[src/rtl/drive_mission_sequencer.sv]
// drive_mission_sequencer: alternates search/goal phases with coast gaps and muxes the active controller onto the motor driver.
// Define DMS_WATCHDOG_EN to fault any phase that never reports Done within TIMEOUT_CYC cycles.
module drive_mission_sequencer #(
    parameter int SETTLE_CYC  = 10_000_000,
    parameter int ROUNDS      = 3,
    parameter int TIMEOUT_CYC = 500_000_000
) (
    input  logic       clk,
    input  logic       rst_n,
    input  logic       Start,
    input  logic       Abort,
    input  logic       Pause,
    input  logic       Search_Done,
    input  logic       Goal_Done,
    input  logic [3:0] Search_Dir,
    input  logic [3:0] Search_Duty,
    input  logic [3:0] Goal_Dir,
    input  logic [3:0] Goal_Duty,
    output logic       Search_En,
    output logic       Goal_En,
    output logic [3:0] Dir,
    output logic [3:0] Duty,
    output logic [2:0] State,
    output logic [3:0] Round,
    output logic       Busy,
    output logic       Mission_Done,
    output logic       Fault
);
    typedef enum logic [2:0] {
        IDLE     = 3'b000,
        SEARCH   = 3'b001,
        SETTLE_A = 3'b010,
        GOAL     = 3'b011,
        SETTLE_B = 3'b100,
        COMPLETE = 3'b101,
        FAULT    = 3'b110
    } state_t;

    localparam int SW = $clog2(SETTLE_CYC + 1);

    state_t state, state_n;
    logic [SW-1:0] cnt;
    logic st_cur, st_prev, sd_cur, sd_prev, gd_cur, gd_prev, s_pend, g_pend;
    logic st_rise, s_rise, g_rise, s_evt, g_evt, settle_hit, wd_hit, run_search, run_goal;

    assign st_rise    = st_cur & ~st_prev;
    assign s_rise     = sd_cur & ~sd_prev;
    assign g_rise     = gd_cur & ~gd_prev;
    assign s_evt      = s_rise | s_pend;
    assign g_evt      = g_rise | g_pend;
    assign settle_hit = cnt == SW'(SETTLE_CYC - 1);
    assign run_search = !Pause && state == SEARCH && state_n == SEARCH;
    assign run_goal   = !Pause && state == GOAL && state_n == GOAL;
    assign State      = state;

    always_ff @(posedge clk or negedge rst_n) begin
        if (!rst_n) state <= IDLE;
        else        state <= state_n;
    end

    // Done beats the watchdog when both land on the same cycle
    always_comb begin
        state_n = state;
        if (Abort) state_n = IDLE;
        else if (!Pause) begin
            case (state)
                IDLE, COMPLETE: state_n = st_rise ? SEARCH : state;
                SEARCH:         state_n = s_evt ? SETTLE_A : wd_hit ? FAULT : SEARCH;
                SETTLE_A:       state_n = settle_hit ? GOAL : SETTLE_A;
                GOAL:           state_n = g_evt ? SETTLE_B : wd_hit ? FAULT : GOAL;
                SETTLE_B:       state_n = !settle_hit ? SETTLE_B : (Round + 4'd1 < 4'(ROUNDS)) ? SEARCH : COMPLETE;
                default:        state_n = state;
            endcase
        end
    end

    always_ff @(posedge clk or negedge rst_n) begin
        if (!rst_n) begin
            {st_prev, st_cur, sd_prev, sd_cur, gd_prev, gd_cur} <= '0;
            {s_pend, g_pend} <= '0;
            cnt          <= '0;
            Round        <= '0;
            Search_En    <= 1'b0;
            Goal_En      <= 1'b0;
            Dir          <= '0;
            Duty         <= '0;
            Busy         <= 1'b0;
            Mission_Done <= 1'b0;
        end else begin
            {st_prev, st_cur} <= {st_cur, Start};
            {sd_prev, sd_cur} <= {sd_cur, Search_Done};
            {gd_prev, gd_cur} <= {gd_cur, Goal_Done};
            // rises seen while paused are replayed on the first unpaused cycle
            s_pend <= !Abort && Pause && (s_pend | s_rise);
            g_pend <= !Abort && Pause && (g_pend | g_rise);
            if (Abort || state_n != state) cnt <= '0;
            else if (!Pause && (state == SETTLE_A || state == SETTLE_B)) cnt <= cnt + 1'b1;
            if (Abort) Round <= '0;
            else if ((state == IDLE || state == COMPLETE) && state_n == SEARCH) Round <= '0;
            else if (state == SETTLE_B && state_n != SETTLE_B) Round <= Round + 4'd1;
            Search_En    <= state_n == SEARCH;
            Goal_En      <= state_n == GOAL;
            Dir          <= run_search ? Search_Dir : run_goal ? Goal_Dir : 4'b0000;
            Duty         <= run_search ? Search_Duty : run_goal ? Goal_Duty : 4'b0000;
            Busy         <= state_n == SEARCH || state_n == SETTLE_A || state_n == GOAL || state_n == SETTLE_B;
            Mission_Done <= state_n == COMPLETE;
        end
    end

`ifdef DMS_WATCHDOG_EN
    logic [28:0] wd;
    assign wd_hit = wd == 29'(TIMEOUT_CYC - 1);
    always_ff @(posedge clk or negedge rst_n) begin
        if (!rst_n) begin
            wd    <= '0;
            Fault <= 1'b0;
        end else begin
            if (Abort || state_n != state) wd <= '0;
            else if (!Pause && (state == SEARCH || state == GOAL)) wd <= wd + 29'd1;
            Fault <= state_n == FAULT;
        end
    end
`else
    assign wd_hit = 1'b0;
    assign Fault  = 1'b0;
`endif
endmodule

[config.mk]
export PLATFORM = sky130hd
export DESIGN_NAME = drive_mission_sequencer
export DESIGN_NICKNAME = d
export VERILOG_FILES = /design/src/rtl/drive_mission_sequencer.sv
export SDC_FILE = /design/constraint.sdc
export NUM_CORES = 1
export LEC_CHECK = 0
export ABC_CLOCK_PERIOD_IN_PS = 2900
export CAP_MARGIN = 20
export CORE_ASPECT_RATIO = 0.75
export CORE_MARGIN = 3
export CORE_UTILIZATION = 35
export CTS_CLUSTER_DIAMETER = 30
export DETAILED_ROUTE_END_ITERATION = 6
export HOLD_SLACK_MARGIN = 0.1
export PLACE_DENSITY = 0.59
export SLEW_MARGIN = 30
export SYNTH_ARGS = -nofsm -noshare
export SYNTH_HDL_FRONTEND = slang
export SYNTH_SLANG_ARGS = --single-unit
[constraint.sdc]
create_clock -name clk -period 2.9 [get_ports clk]
set_input_delay 0.435 -clock clk [delete_from_list [all_inputs] [get_ports clk]]
set_output_delay 0.435 -clock clk [all_outputs]
set_load 0.01 [all_outputs]
==> results.md <==
- Hold Path Class: input port to asynchronous set/reset pin
- Gpl congestion: 0.811
- # rows: 26
- Synthesized instance count: 266
- RSZ-0062 raised after global routing: no
- Fin cells: 410
- Drt wl/cell: roughly 14 um
- CTS Hold Bufs: 0
- Setup repair bufs after CTS: 0
- Num ports: 43
- Post_cts resized: 0
- Count of different cell masters after synthesis: 51
- Diodes inserted: 0
- Worst Skew: 0.00666 ns
- Synthesized Nets: 292
- Worst slack, placed: around 0.29 ns
- Slew headroom: 57.0%
- Fmax: 0.405 GHz
- PD cells: 375 mW/mm2
- CTS buffer count: 5
- Final min period: ~2.5 ns
- Final Hold Fails: 0
- Final period utilization: 85.2%
- Input/output buffers: 41
- All-layer global routing usage: 14.9%
- CTS max path bufs: 2
- Reg clk slew, reported paths: 0.09 ns
- Arrival time at the worst endpoint: approximately 2.7 ns
- Fillers: 715
- Die W: 107 um
- # H-tree levels: 2
- Clock Root Buffer: clkbuf_8
- CTS tree: built
- Commonest non-fill, non-tap cells in the layout: dfrtp_1 (51), clkdlybuf4s50_1 (40), nor2_1 (35), nand2_1 (19), nand3_1 (18)
- Share of layout cells above drive strength 1: 11.5%
- Number of enable flip-flop cells after synthesis: 0
- First-pass GRT wire length: 10400 um
- Nets: 337
- Yosys warnings: 0
- CP Launch Type: flop
- Post-DP HPWL: 4260 um
- Vias in the first global route: 2068
- Total routed wirelength: 5910 um
- Ys flop type: dfrtp_1
- Initial core utilization: 37.7%
- Leakage: 1.35 nW
- R2R cell count: 6
- Clk sinks: 51
- Chip height: 81.7 um
- Max Slew Vio Count: 0
- Grt ovf: 0
- Maximum VDD drop: around 0.2 mV
- Initial antenna violation count: 0
- DRC: 0
- Max Cap Viol: 0
- Setup CP Type: flop to flop
- Worst Slack Setup Final: 0.430 ns
- Worst Path Max Fanout: 6
- Core area: 0.00709 mm2
- Setup violations, final: 0
- Pin count of the biggest net entering global routing: 52
- Mapped cell area: 0.00268 mm2
- Avg Cell Area, Syn: 10.1 um2
- Post-route ant nets: 0
- WP data required: 3.09 ns
- Die area: roughly 0.0087 mm2
- Skew-Pair Late Insertion Delay: ~0.3 ns
- Synthesis-to-layout area growth: 23.6%
- Post-layout util: 46.6%
- Vias per std cell: between 4 and 5
- Seq/Total Area, Yosys: 47.7%
- Placed Instances: ~400
- Worst Tran Pin Value: about 0.64 ns
- CP endpoint kind: flop
- Synthesized flop and latch total: 51
- Setup TNS: 0 ns
- Run status: complete, no violations
- Drt pass-1 iters: 4
- Initial drt markers: ~170
- Most common cell after layout, fill and taps aside: dfrtp_1
- Async SR Flop Fraction: 100%
- DR vias: 2049
## stage by stage
step / hold WS [ns] / total power (W) / area (um2)
after floorplan: 0.139 / 0.000789 / 2680
after global placement: 0.356 / 0.000864 / 3220
after detailed placement: 0.362 / 0.000864 / 3220
after CTS: 0.268 / 0.00127 / 3310
after global routing: 0.291 / 0.00131 / 3310
final: 0.240 / 0.00124 / 3310
## sequential cells by signal, summed over array words and instances, names as in the netlist
register,count
cnt,24
Dir,4
Duty,4
Round,4
State,3
Busy,1
Goal_En,1
Mission_Done,1
Search_En,1
g_pend,1
gd_cur,1
gd_prev,1
s_pend,1
sd_cur,1
sd_prev,1
st_cur,1
st_prev,1
## logic make-up (layout without fill, tap and decap cells)
logic type                 Yosys count  count (layout)  synth area share [%]
other                                1               1                 0.140
adders and majority gates            3               3                  1.40
and+or+nand+nor                    126             126                  26.1
muxes                                4               4                  1.50
AOI/OAI and AO/OA                   34              34                  11.2
buffers and inverters               21              67                  3.46
xor gates and xnor gates            26              26                  8.51
DFF                                 51              51                  47.7
## report_power, final
part	switching (W)	leakage [nW]	total, W	internal, W
Clock	0.000221	0.0422	0.000391	0.000170
Sequential	0.00000514	0.697	0.000724	0.000719
Combinational	0.0000674	0.614	0.000125	0.0000574
Total	0.000294	1.35	0.00124	0.000946
## per-layer routing
metal / vias up / GRT usage (%) / routed length [um]
met4: 0 / 3.83 / 41
met2: 39 / 22.4 / 2590
met1: 989 / 22.1 / 3050
li1: 1019 / - / -
met5: - / 0 / 0
met3: 2 / 2.83 / 233
## path summary, 6_finish.rpt
kind,start,to,slack [ns]
worst max-delay path,cnt[17],Mission_Done,0.43
worst min-delay path,rst_n,Round[2],0.24
worst max register to register,cnt[17],Mission_Done,0.43
worst min register to register,gd_cur,gd_prev,0.38
max in group asynchronous,rst_n,cnt[20],2.22
min in group clk,gd_cur,gd_prev,0.38
## cell usage after synthesis (all sizes together) (2+ instances only)
library cell	instances	area share, %
buf	7	1.5
a31o	2	0.65
dfrtp	51	48
nand2	19	2.7
nor2b	3	0.70
inv	9	1.3
o21ai	6	1.1
o31ai	5	2.1
nor4	2	0.47
and3	3	0.70
mux2i	4	1.5
xor2	14	4.6
a21oi	11	3.2
nand4	8	2.1
or3	5	1.4
nor3	8	1.5
nor3b	2	1.2
ha	3	1.4
and2	3	0.70
xnor2	12	3.9
nor2	35	4.9
or4	2	0.70
o311ai	2	0.94
nand3	19	4.0
nand3b	9	2.5
clkbuf	5	0.70
nand2b	3	0.70
## worst max-delay path: stages, from the launching register on
cell and delay [ns]:
dfrtp_1 0.42, nor4b_1 0.41, nand4_1 0.26, o311ai_1 0.45, and3_1 0.48, inv_1 0.14
and3_1 0.20
## area by class of cell
type	count	area [um2]	area share, %
well taps	98	123	3.71
clock buffers	7	76.3	2.31
inverters	9	33.8	1.02
flip-flops and latches	51	1280	38.6
multi-input cells	194	1310	39.5
repair buffers	50	485	14.7
clock inverters	1	5.00	0.151
No activity file was read; power rests on OpenSTA's default activity.
